$ cat config.mk
export PLATFORM = sky130hd
export DESIGN_NAME = ssd_scan_mux
export DESIGN_NICKNAME = d
export VERILOG_FILES = /design/src/rtl/ssd_scan_mux.sv
export SDC_FILE = /design/constraint.sdc
export NUM_CORES = 1
export LEC_CHECK = 0
export CAP_MARGIN = 20
export CORE_ASPECT_RATIO = 0.9
export CORE_MARGIN = 3
export CORE_UTILIZATION = 57
export CTS_BUF_LIST = sky130_fd_sc_hd__clkbuf_4 sky130_fd_sc_hd__clkbuf_8
export DETAILED_ROUTE_END_ITERATION = 7
export PLACE_DENSITY = 0.77
export SLEW_MARGIN = 20
export SYNTH_ARGS = -nofsm -noshare
export SYNTH_HDL_FRONTEND = slang
export SYNTH_SLANG_ARGS = --single-unit
$ cat constraint.sdc
create_clock -name ssd_scan_port_clk -period 5.03 [get_ports ssd_scan_port_clk]
set_clock_uncertainty 0.2 [all_clocks]
set_input_delay 0.503 -clock ssd_scan_port_clk [delete_from_list [all_inputs] [get_ports ssd_scan_port_clk]]
set_output_delay 0.503 -clock ssd_scan_port_clk [all_outputs]
set_load 0.01 [all_outputs]
$ cat src/rtl/ssd_scan_mux.sv
`timescale 1ns/1ps
// ssd_scan_mux
//   Time-multiplexing scanner for an 8-digit seven-segment display. It sits
//   directly upstream of the per-digit segment decoder.
//
//   Each digit slot is lit for DIV cycles (SHOW). A BLANK_CYC-cycle dark gap
//   (BLANK) follows to prevent ghosting. A frame is 8 slots long.
//
//   New content arrives through a valid/ready handshake into a pending bank.
//   It is copied into the active bank only on the BLANK(7) -> SHOW(0) edge,
//   so a frame never mixes old and new data.
//
// Parameters
//   DIV        cycles each digit is lit per slot (>= 2)
//   BLANK_CYC  cycles of blanking after each digit (>= 1)
//
// Ports
//   ssd_scan_port_clk         in   system clock
//   ssd_scan_port_rst_n       in   asynchronous active-low reset
//   ssd_scan_port_digits_in   in   digit i code at bits [5i+4:5i]
//   ssd_scan_port_dp_in       in   decimal-point request per digit, 1 = lit
//   ssd_scan_port_en_in       in   digit enable mask, 1 = digit shown
//   ssd_scan_port_load_valid  in   load request
//   ssd_scan_port_load_ready  out  block can accept a load
//   ssd_scan_port_code_out    out  code for the decoder, 5'h1F = blank
//   ssd_scan_port_dp_out      out  decimal point, active-low
//   ssd_scan_port_an_out      out  anodes, active-low, at most one bit low
//   ssd_scan_port_frame_out   out  one-cycle pulse on each frame boundary
module ssd_scan_mux #(
    parameter int unsigned DIV       = 100000,
    parameter int unsigned BLANK_CYC = 16
) (
    input  logic        ssd_scan_port_clk,
    input  logic        ssd_scan_port_rst_n,
    input  logic [39:0] ssd_scan_port_digits_in,
    input  logic [7:0]  ssd_scan_port_dp_in,
    input  logic [7:0]  ssd_scan_port_en_in,
    input  logic        ssd_scan_port_load_valid,
    output logic        ssd_scan_port_load_ready,
    output logic [4:0]  ssd_scan_port_code_out,
    output logic        ssd_scan_port_dp_out,
    output logic [7:0]  ssd_scan_port_an_out,
    output logic        ssd_scan_port_frame_out
);

    localparam int unsigned CntMax = (DIV > BLANK_CYC) ? DIV : BLANK_CYC;
    localparam int unsigned CntW   = (CntMax > 1) ? $clog2(CntMax) : 1;

    localparam logic [CntW-1:0] ShowLast  = CntW'(DIV - 1);
    localparam logic [CntW-1:0] BlankLast = CntW'(BLANK_CYC - 1);

    localparam logic [39:0] DigitsBlank = {8{5'h1F}};
    localparam logic [4:0]  CodeBlank   = 5'h1F;

    typedef enum logic {
        StShow,
        StBlank
    } state_e;

    // Scan sequencer
    state_e          state_q, state_d;
    logic [CntW-1:0] cnt_q, cnt_d;
    logic [2:0]      idx_q, idx_d;
    logic            boundary;

    // Active and pending display banks
    logic [39:0] act_dig_q, act_dig_d;
    logic [7:0]  act_dp_q, act_dp_d;
    logic [7:0]  act_en_q, act_en_d;
    logic [39:0] pend_dig_q, pend_dig_d;
    logic [7:0]  pend_dp_q, pend_dp_d;
    logic [7:0]  pend_en_q, pend_en_d;
    logic        pend_q, pend_d;
    logic        ready_q, ready_d;
    logic        xfer;
    logic        commit;

    // Registered outputs
    logic [7:0] an_q, an_d;
    logic [4:0] code_q, code_d;
    logic       dp_q, dp_d;
    logic       frame_q, frame_d;
    logic [4:0] code_sel;

    // ------------------------------------------------------------------
    // State register
    // ------------------------------------------------------------------
    always_ff @(posedge ssd_scan_port_clk or negedge ssd_scan_port_rst_n) begin
        if (!ssd_scan_port_rst_n) begin
            state_q <= StShow;
            cnt_q   <= '0;
            idx_q   <= 3'd0;
        end else begin
            state_q <= state_d;
            cnt_q   <= cnt_d;
            idx_q   <= idx_d;
        end
    end

    // ------------------------------------------------------------------
    // Next-state logic
    // ------------------------------------------------------------------
    always_comb begin
        state_d  = state_q;
        cnt_d    = cnt_q + CntW'(1);
        idx_d    = idx_q;
        boundary = 1'b0;
        unique case (state_q)
            StShow: begin
                if (cnt_q == ShowLast) begin
                    state_d = StBlank;
                    cnt_d   = '0;
                end
            end
            StBlank: begin
                if (cnt_q == BlankLast) begin
                    state_d  = StShow;
                    cnt_d    = '0;
                    // The 3-bit index wraps 7 -> 0 by itself.
                    idx_d    = idx_q + 3'd1;
                    boundary = (idx_q == 3'd7);
                end
            end
            default: begin
                state_d = StShow;
                cnt_d   = '0;
            end
        endcase
    end

    // ------------------------------------------------------------------
    // Load handshake and frame-boundary commit
    // ------------------------------------------------------------------
    always_comb begin
        xfer   = ssd_scan_port_load_valid && ready_q;
        // Only data that was already pending before this edge commits. A load
        // taken on the boundary edge itself waits for the next boundary.
        commit = boundary && pend_q;

        act_dig_d  = act_dig_q;
        act_dp_d   = act_dp_q;
        act_en_d   = act_en_q;
        pend_dig_d = pend_dig_q;
        pend_dp_d  = pend_dp_q;
        pend_en_d  = pend_en_q;
        pend_d     = pend_q;

        if (commit) begin
            act_dig_d = pend_dig_q;
            act_dp_d  = pend_dp_q;
            act_en_d  = pend_en_q;
            pend_d    = 1'b0;
        end

        // xfer requires ready, so pend_q is clear and commit cannot also fire.
        if (xfer) begin
            pend_dig_d = ssd_scan_port_digits_in;
            pend_dp_d  = ssd_scan_port_dp_in;
            pend_en_d  = ssd_scan_port_en_in;
            pend_d     = 1'b1;
        end

        ready_d = ~pend_d;
    end

    always_ff @(posedge ssd_scan_port_clk or negedge ssd_scan_port_rst_n) begin
        if (!ssd_scan_port_rst_n) begin
            act_dig_q  <= DigitsBlank;
            act_dp_q   <= 8'h00;
            act_en_q   <= 8'h00;
            pend_dig_q <= DigitsBlank;
            pend_dp_q  <= 8'h00;
            pend_en_q  <= 8'h00;
            pend_q     <= 1'b0;
            ready_q    <= 1'b1;
        end else begin
            act_dig_q  <= act_dig_d;
            act_dp_q   <= act_dp_d;
            act_en_q   <= act_en_d;
            pend_dig_q <= pend_dig_d;
            pend_dp_q  <= pend_dp_d;
            pend_en_q  <= pend_en_d;
            pend_q     <= pend_d;
            ready_q    <= ready_d;
        end
    end

    // ------------------------------------------------------------------
    // Output logic
    // The outputs are decoded from the next state and the next active bank.
    // The registered outputs therefore change on the same edge as the slot.
    // This includes the first digit of a newly committed frame.
    // ------------------------------------------------------------------
    always_comb begin
        code_sel = CodeBlank;
        for (int i = 0; i < 8; i++) begin
            if (idx_d == 3'(i)) begin
                code_sel = act_dig_d[5*i +: 5];
            end
        end

        an_d    = 8'hFF;
        code_d  = CodeBlank;
        dp_d    = 1'b1;
        frame_d = boundary;

        // A disabled digit stays dark for its whole slot and is not skipped.
        if ((state_d == StShow) && act_en_d[idx_d]) begin
            an_d   = ~(8'b0000_0001 << idx_d);
            code_d = code_sel;
            dp_d   = ~act_dp_d[idx_d];
        end
    end

    always_ff @(posedge ssd_scan_port_clk or negedge ssd_scan_port_rst_n) begin
        if (!ssd_scan_port_rst_n) begin
            an_q    <= 8'hFF;
            code_q  <= CodeBlank;
            dp_q    <= 1'b1;
            frame_q <= 1'b0;
        end else begin
            an_q    <= an_d;
            code_q  <= code_d;
            dp_q    <= dp_d;
            frame_q <= frame_d;
        end
    end

    assign ssd_scan_port_an_out     = an_q;
    assign ssd_scan_port_code_out   = code_q;
    assign ssd_scan_port_dp_out     = dp_q;
    assign ssd_scan_port_frame_out  = frame_q;
    assign ssd_scan_port_load_ready = ready_q;

endmodule

**Yosys cells after proc, flatten, opt, wreduce, memory -nomap -nowiden**

Cells that the tools add are included.

- Shift operators: 1
- Bitwise gates (word level): 5
- Multiplexer cells: 30
- Add/subtract/negate cells: 2
- Multipliers: 0
- $lt $le $gt $ge: 1
- Reduce and logical (&&, ||, !) cells: 4
- Divide/modulo/power cells: 0
- Equality and inequality tests: 10

Operators with widths:

| cell | number |
|---|---|
| two-way mux 5 bit | 9 |
| two-way mux 40 bit | 1 |
| two-way mux 17 bit | 2 |
| one-hot mux 17 bit (2 select lines) | 1 |
| two-way mux 8 bit | 3 |
| adder 17 x 1 -> 17 bit (second input constant) | 1 |
| equality test 17 bit (second input constant) | 1 |
| equality test 17 x 4 -> 1 bit (second input constant) | 1 |
| equality test 3 bit (second input constant) | 5 |
| two-way mux 1 bit | 9 |
| NOT 8 bit | 1 |
| left shift 1 x 3 -> 8 bit (first input constant) | 1 |
| binary-select mux 1 bit (select 3 bit) | 2 |
| equality test 3 x 2 -> 1 bit (second input constant) | 2 |
| two-way mux 3 bit | 2 |
| less-than comparator 3 x 4 -> 1 bit (second input constant) | 1 |
| NOT 1 bit | 4 |
| adder 3 x 1 -> 3 bit (second input constant) | 1 |
| equality test 3 x 1 -> 1 bit (second input constant) | 1 |
| logical AND 1 bit | 3 |
| zero test 3 bit | 1 |
| one-hot mux 1 bit (2 select lines) | 1 |

- Bits in registers: 150
- RAM bits: 0
- Output and inout port bits: 16
- Memories kept: 0
- Logic and storage cells: 68
- ROM bits: 0
- Latch bits: 0

**Longest topological paths before layout**

Gate-level depths: netlist of the first run.

- Depth after elaboration: 14
- Mapped depth: 12
- Mapped depth without buffers: 9

**Worst setup path before layout of the first run**

Ideal clock, no wire load.

- Path type: register to register
- From: reg cnt_q[13]
- To: reg code_q[2], in the netlist ssd_scan_port_code_out[2]
- Library setup time: 0.081 ns
- Cell stages (with the launch flop): 10
- Arrival: 2.597 ns
- Buffers on the path: 1
- Setup slack: 2.152 ns
- Period minus slack after synthesis: 2.878 ns
- Cells stage by stage: dfrtp_1 nor4_4 nand4_4 nor3_4 buf_2 mux2_2 mux2_2 mux2i_1 a21boi_4 a32oi_1

- Elaborated cells on any way between the ends: 33
- Classes of those cells: eq/ne (9); mux (20); bitwise (1); reduce/logical (3)

RTL lines:

| what | line | source |
|---|---|---|
| from (decl) | 62 | `logic [CntW-1:0] cnt_q, cnt_d;` |
| from (signal assigned) | 95 | `cnt_q <= cnt_d;` |
| equality test 17 x 4 -> 1 bit | 116 | `if (cnt_q == BlankLast) begin` |
| two-way mux 1 bit | 116 |  |
| two-way mux 1 bit | 108 | `unique case (state_q)` |
| logical AND 1 bit | 138 | `commit = boundary && pend_q;` |
| two-way mux 8 bit | 148 | `if (commit) begin` |
| net act_en_d[0] | 69 | `logic [7:0] act_en_q, act_en_d;` |
| binary-select mux 1 bit (select 3 bit) | 208 | `if ((state_d == StShow) && act_en_d[idx_d]) begin` |
| two-way mux 1 bit (implied by the code) | 208 |  |
| logical AND 1 bit | 208 |  |
| two-way mux 5 bit | 208 |  |
| net code_d[2] | 80 | `logic [4:0] code_q, code_d;` |
| to (signal assigned) | 218 | `code_q <= CodeBlank;` |
| to (signal assigned) | 223 | `code_q <= code_d;` |
| to (decl) | 80 |  |

The timed path passes the listed nets, and every way through them passes these cells. The select of a mux whose other input is x is not followed.
A chain may end at the register's enable or synchronous reset.

**Worst setup path after layout of the first run**

- From: reg idx_q[0]
- To: reg code_q[1], in the netlist ssd_scan_port_code_out[1]

- Longest elaborated chain between the ends: 14
- Elaborated cells on any way between the ends: 29
- Classes of those cells: add/sub (1); eq/ne (8); mux (17); reduce/logical (3)

Ends and longest elaborated chain:

| what | line | source |
|---|---|---|
| from (decl) | 63 | `logic [2:0] idx_q, idx_d;` |
| from (signal assigned) | 96 | `idx_q <= idx_d;` |
| parallel branches: the longest is 13 deep, another holds adder 3 x 1 -> 3 bit | -- |  |
| two-way mux 5 bit (*) | 208 |  |
| net code_d[1] | 80 |  |

Mark *: on every way through the listed nets, which the timed path passes. The select of a mux whose other input is x is not followed.

==> impl_metrics.env, run 1 <==
export IMPL_status="finished with violations"
export IMPL_violations="hold timing"
export IMPL_grt_max_degree=113
export IMPL_synth_edf_count=0
export IMPL_drc=0
export IMPL_cts_hold_buf=0
export IMPL_reg2reg_depth=9
export IMPL_crit_arrival_ns=3.90
export IMPL_timing_reg2reg_setup_slack_ns=1.30
export IMPL_ys_seq_area_share_pct=58.6
export IMPL_cts_buffers=17
export IMPL_path_max_fanout=20
export IMPL_fp_dieH_um=108
export IMPL_via_count=4429
export IMPL_tritoncts="built"
export IMPL_htree_levels=4
export IMPL_yosysWarnings=0
export IMPL_wl_met1_mm=6.15
export IMPL_nNetsFinal=701
export IMPL_ys_ff_latch=150
export IMPL_dr_wl_met3_um=650
export IMPL_drtIter0Drc=262
export IMPL_cts_repair_resized=0
export IMPL_grt_pass1_vias=4516
export IMPL_critPathKind="reg2reg"
export IMPL_endpoint_kind="flop"
export IMPL_grt_usage_pct=21.8
export IMPL_postSynthCellCount=563
export IMPL_synth_ff_type="dfstp_2"
export IMPL_cts_setup_buffers=0
export IMPL_period_share_pct=74.2
export IMPL_antenna_found_initial=0
export IMPL_area_growth_pct=18.5
export IMPL_ys_types=52
export IMPL_clk_latency_ns=0.45
export IMPL_place_area_mm2=0.00748
export IMPL_cp_start_kind="flop"
export IMPL_nFillCells=800
export IMPL_max_slew_margin_pct=35.6
export IMPL_min_period_ns=3.73
export IMPL_n_antenna_cell=0
export IMPL_dieArea_mm2=0.0129
export IMPL_design_area_mm2=0.00784
export IMPL_cts_max_path_buffers=2
export IMPL_layout_commonest_cell="nand2_1"
export IMPL_rsz0062_at_grt="no"
export IMPL_worst_pin_slew_ns=0.956
export IMPL_core_rowCount=36
export IMPL_maxCapViolCount=0
export IMPL_netlist_area_mm2=0.00661
export IMPL_drtAntennaViolNets=0
export IMPL_cts_sinks=150
export IMPL_hold_viol_final=14
export IMPL_clk_pin_slew_worst_paths_ns=0.08
export IMPL_io_pins=75
export IMPL_reg2reg_to="ssd_scan_port_code_out[1]$_DFF_PN1_"
export IMPL_critPathRequiredTime_ns=5.20
export IMPL_syn_nets=625
export IMPL_core_area_mm2=0.0111
export IMPL_clockRootBuffer="clkbuf_8"
export IMPL_final_cell_mix="nand2_1 (137), dfstp_2 (95), mux2_2 (73), clkdlybuf4s50_1 (73), dfrtp_1 (55)"
export IMPL_r2r_start="idx_q[0]$_DFF_PN0_"
export IMPL_synth_avg_cell_area_um2=11.7
export IMPL_ir_drop_mv=0.213
export IMPL_place_congestion=0.826
export IMPL_routedWlPerCell_um=16.2
export IMPL_fmax_mhz=268
export IMPL_wl_met2_mm=6.00
export IMPL_dpl_hpwl_mm=9.08
export IMPL_via_per_inst=5.51
export IMPL_hold_ws_ns=-0.0372
export IMPL_regArea_mm2=0.00387
export IMPL_final_layout_size_suffix_gt1_share_pct=34.4
export IMPL_totalWireLength_mm=13.0
export IMPL_drtPass1Iterations=5
export IMPL_initial_core_util_pct=59.7
export IMPL_hold_class="in2async"
export IMPL_powerDensity_mw_per_mm2=268
export IMPL_grt_overflow=0
export IMPL_finalSetupTns_ns=0
export IMPL_routed_top_layer="met4"
export IMPL_maxSlewViolCount=0
export IMPL_setup_viol=0
export IMPL_async_reset_ff_share_pct=100
export IMPL_multi_input_area_mm2=0.00261
export IMPL_grt_first_pass_wirelength_mm=22.2
export IMPL_p_leak_nw=3.59
export IMPL_die_w_um=120
export IMPL_numPortBuffers=74
## layout make-up
cell class              instances  area share [%]
multi-input cells             380            33.3
flip-flops and latches        150            49.4
clock inverters                 3           0.239
inverters                      13           0.623
repair buffers                 77            9.75
clock buffers                  29            4.29
well taps                     152            2.43
## state kept, by name, indices dropped and copies added, names as in the netlist
| signal | cells |
|---|---|
| ssd_scan_port_dp_out | 1 |
| ssd_scan_port_load_ready | 1 |
| pend_en_q | 8 |
| ssd_scan_port_frame_out | 1 |
| act_dp_q | 8 |
| state_q | 1 |
| act_dig_q | 40 |
| ssd_scan_port_code_out | 5 |
| pend_dig_q | 40 |
| ssd_scan_port_an_out | 8 |
| pend_dp_q | 8 |
| idx_q | 3 |
| pend_q | 1 |
| cnt_q | 17 |
| act_en_q | 8 |
## how the worst max path moves through the flow
stage,from,endpoint,cells past startpoint
after detailed placement,idx_q[0]$_DFF_PN0_,ssd_scan_port_code_out[1]$_DFF_PN1_,9
after CTS,idx_q[0]$_DFF_PN0_,ssd_scan_port_code_out[1]$_DFF_PN1_,9
after floorplan,cnt_q[13]$_DFF_PN0_,ssd_scan_port_code_out[2]$_DFF_PN1_,9
final,idx_q[0]$_DFF_PN0_,ssd_scan_port_code_out[1]$_DFF_PN1_,9
after global placement,idx_q[0]$_DFF_PN0_,ssd_scan_port_code_out[3]$_DFF_PN1_,9
after global routing,idx_q[0]$_DFF_PN0_,ssd_scan_port_code_out[1]$_DFF_PN1_,9
## synthesized netlist by cell type (3+ instances only)
| cell type | count | share of area (%) |
|---|---|---|
| nor4_4 | 3 | 0.96 |
| dfstp_2 | 95 | 38 |
| nand2_1 | 138 | 7.8 |
| nand4_1 | 5 | 0.47 |
| o22ai_1 | 7 | 0.66 |
| a31oi_1 | 3 | 0.28 |
| o21ai_0 | 8 | 0.61 |
| inv_1 | 12 | 0.68 |
| dfrtp_1 | 55 | 21 |
| nand2b_1 | 8 | 0.76 |
| nor3_1 | 5 | 0.38 |
| and3_1 | 10 | 0.95 |
| xnor2_1 | 10 | 1.3 |
| o211ai_1 | 3 | 0.34 |
| ha_1 | 3 | 0.57 |
| xor2_1 | 6 | 0.79 |
| nand3_1 | 13 | 0.98 |
| nor2_1 | 24 | 1.4 |
| a22oi_1 | 4 | 0.45 |
| nor2b_1 | 4 | 0.38 |
| a32oi_1 | 7 | 0.93 |
| clkbuf_1 | 13 | 0.74 |
| a31o_2 | 4 | 0.53 |
| or3_1 | 3 | 0.28 |
| mux2i_1 | 11 | 1.7 |
| mux2_2 | 73 | 12 |
| buf_2 | 5 | 0.38 |
## logic make-up after synthesis
| group | Yosys count | share of synthesized area [%] |
|---|---|---|
| xor gates and xnor gates | 16 | 2.12 |
| and+or+nand+nor | 225 | 16.1 |
| DFF | 150 | 58.6 |
| buffers and inverters | 33 | 2.14 |
| adders and majority gates | 3 | 0.568 |
| muxes | 87 | 15.0 |
| AOI/OAI and AO/OA | 49 | 5.54 |
## per-layer routing
| metal | global-route usage (%) | vias to the layer above |
|---|---|---|
| met1 | 31.6 | 2229 |
| met4 | 7.44 | 0 |
| met5 | 0 | - |
| met3 | 5.70 | 17 |
| met2 | 32.5 | 99 |
| li1 | - | 2084 |
## power by group
part	leakage, nW	switching (mW)	internal [mW]
Sequential	1.73	0	1.21
Clock	0.195	0.404	0.422
Combinational	1.67	0.0272	0.0397
## worst max-delay path, cell delays in order (launching register included)
cell and delay, ns:
dfrtp_1 0.79, ha_1 0.26, ha_1 0.18, nand3_1 0.14, nor3_4 0.60, mux4_2 0.58, nor3_1 0.34, nor4_4 0.13
a21boi_4 0.20, a32oi_1 0.23
## per-stage QoR
step	cells	utilization (%)	setup slack (ns)	hold WS (ns)	power [mW]
2_1_floorplan	563	-	2.15	0.00741	1.23
3_3_place_gp	772	67.5	1.34	0.241	1.30
3_5_place_dp	772	67.5	1.21	0.249	1.30
4_1_cts	804	70.7	1.19	0.0116	2.12
5_1_grt	804	70.7	1.01	0.0494	2.19
6_report	804	70.7	1.30	-0.0372	2.10
Note: power is estimated with default switching activity, not from simulation.
==> run 2: changes to the inputs <==
==> constraint.sdc (replaced) <==
create_clock -name ssd_scan_port_clk -period 3.5 [get_ports ssd_scan_port_clk]
set_clock_uncertainty 0.2 [all_clocks]
set_input_delay 0.35 -clock ssd_scan_port_clk [delete_from_list [all_inputs] [get_ports ssd_scan_port_clk]]
set_output_delay 0.35 -clock ssd_scan_port_clk [all_outputs]
set_load 0.01 [all_outputs]
==> impl_metrics.env, run 2 (synthesis results as in run 1) <==
export IMPL_status="completed"
export IMPL_p_leak_nw=3.62
export IMPL_tritoncts="built"
export IMPL_initial_core_util_pct=59.7
export IMPL_n_antenna_cell=0
export IMPL_cts_max_path_buffers=2
export IMPL_endpoint_kind="flop"
export IMPL_hold_class="reg2reg"
export IMPL_routedWlPerCell_um=16.9
export IMPL_critPathRequiredTime_ns=3.66
export IMPL_via_per_inst=5.51
export IMPL_cts_sinks=150
export IMPL_p_sw_share_pct=21.1
export IMPL_maxSlewViolCount=0
export IMPL_cp_start_kind="flop"
export IMPL_p_int_mw=2.33
export IMPL_setup_viol=0
export IMPL_drtIter0Drc=229
export IMPL_clk_pin_slew_worst_paths_ns=0.07
export IMPL_grt_max_degree=105
export IMPL_grt_overflow=0
export IMPL_grt_first_pass_wirelength_mm=23.1
export IMPL_grt_usage_pct=22.9
export IMPL_design_area_mm2=0.00787
export IMPL_max_slew_margin_pct=38.3
export IMPL_clk_latency_ns=0.44
export IMPL_min_period_ns=3.21
export IMPL_period_share_pct=91.6
export IMPL_clockRootBuffer="clkbuf_8"
export IMPL_path_max_fanout=10
export IMPL_io_pins=75
export IMPL_nNetsFinal=710
export IMPL_numPortBuffers=74
export IMPL_via_count=4467
export IMPL_p_sw_mw=0.621
export IMPL_fp_dieH_um=108
export IMPL_setup_ws_ns=0.292
export IMPL_nFillCells=834
export IMPL_final_cell_mix="nand2_1 (137), dfstp_2 (95), mux2_2 (73), clkdlybuf4s50_1 (73), dfrtp_1 (55)"
export IMPL_final_layout_size_suffix_gt1_share_pct=34.8
export IMPL_dieArea_mm2=0.0129
export IMPL_layout_commonest_cell="nand2_1"
export IMPL_dpl_hpwl_mm=9.86
export IMPL_finalSetupTns_ns=0
export IMPL_cts_buffers=17
export IMPL_top_regs="act_dig_q x40, pend_dig_q x40, cnt_q x17"
export IMPL_final_cells=810
export IMPL_core_area_mm2=0.0111
export IMPL_clkPwrFrac_pct=37.7
export IMPL_dp_cells=780
export IMPL_p_comb_share_pct=3.3
export IMPL_totalWireLength_mm=13.7
export IMPL_die_w_um=120
export IMPL_place_area_mm2=0.00754
export IMPL_drtAntennaViolNets=0
export IMPL_antenna_found_initial=0
export IMPL_critPathKind="reg2reg"
export IMPL_maxCapViolCount=0
export IMPL_powerDensity_mw_per_mm2=375
export IMPL_drc=0
export IMPL_place_congestion=0.860
export IMPL_core_rowCount=36
export IMPL_crit_arrival_ns=3.37
export IMPL_fmax_mhz=312
export IMPL_pre_cts_ws_ns=0.230
export IMPL_ir_drop_mv=0.291
export IMPL_htree_levels=4
export IMPL_grt_pass1_vias=4677
export IMPL_worst_pin_slew_ns=0.926
export IMPL_seqPwrFrac_pct=59.0
export IMPL_drtPass1Iterations=5
export IMPL_hold_viol_final=0
export IMPL_area_growth_pct=19.0
export IMPL_rsz0062_at_grt="no"
export IMPL_cts_setup_buffers=0
export IMPL_total_power_mw=2.95
run 2: cell types whose count changed in the layout (fill, tap and decap cells not counted), sizes merged:
| cell | change |
|---|---|
| buf | +8 |
| inv | +1 |
| dlygate4sd3 | +1 |
| clkinv | +2 |
| clkbuf | -6 |
run 2: worst max-delay path, stage by stage, from the launching register on:
cell	delay [ns]
dfrtp_1	0.44
nor4_4	0.39
nand4_4	0.23
nor3_4	0.44
mux4_2	0.56
nor3_1	0.32
nor4_4	0.13
nor2b_1	0.21
a32oi_1	0.21
run 2: area by class of cell:
class                           count  area [um^2]  area share (%)
Inverter                           13         48.8           0.620
Clock inverter                      6         31.3           0.398
Timing Repair Buffer               86          835            10.6
Tap cell                          152          190            2.42
Sequential cell                   150         3870            49.2
Multi-Input combinational cell    380         2610            33.1
Clock buffer                       23          285            3.63
run 2: per-stage QoR:
| step | hold slack, ns | utilization, % |
|---|---|---|
| 2_1_floorplan | -0.146 | - |
| 3_3_place_gp | 0.248 | 68.0 |
| 3_5_place_dp | 0.255 | 68.0 |
| 4_1_cts | 0.266 | 71.0 |
| 5_1_grt | 0.287 | 71.0 |
| 6_report | 0.267 | 71.0 |
run 2: what timing repair did:
action / 4_1_cts / 5_1_grt
hold buffers: 1 / 0
resized for setup: 0 / 1
endpoints found under the hold margin: 55 / 0
setup endpoints to repair: 0 / 3
run 2: worst paths after layout:
kind / cells after the start / endpoint / slack, ns / from
hold / removal: 2 / act_dig_q[28]$_DFF_PN1_ / 0.27 / act_dig_q[28]$_DFF_PN1_
hold reg to reg: 2 / act_dig_q[28]$_DFF_PN1_ / 0.27 / act_dig_q[28]$_DFF_PN1_
setup reg to reg: 8 / ssd_scan_port_code_out[2]$_DFF_PN1_ / 0.29 / cnt_q[13]$_DFF_PN0_
setup / recovery: 8 / ssd_scan_port_code_out[2]$_DFF_PN1_ / 0.29 / cnt_q[13]$_DFF_PN0_
min in group asynchronous: 2 / cnt_q[10]$_DFF_PN0_ / 0.38 / ssd_scan_port_rst_n
max in group asynchronous: 3 / pend_dig_q[24]$_DFFE_PN1P_ / 1.77 / ssd_scan_port_rst_n
run 2: layer usage:
| metal | wire, um | part of all wire [%] | global-route usage [%] |
|---|---|---|---|
| met5 | 0 | 0 | 0 |
| met2 | 6240 | 46 | 35.3 |
| met4 | 204 | 1.5 | 8.18 |
| met3 | 697 | 5.1 | 5.13 |
| met1 | 6530 | 48 | 32.5 |
run 2: power groups by stage:
| stage | Clock (mW) | Sequential (mW) | Combinational [mW] |
|---|---|---|---|
| after floorplan | 0 | 1.77 | 0.000704 |
| after global placement | 0 | 1.77 | 0.0986 |
| after detailed placement | 0 | 1.77 | 0.101 |
| after CTS | 1.14 | 1.74 | 0.102 |
| after global routing | 1.21 | 1.74 | 0.109 |
| final | 1.11 | 1.74 | 0.0985 |
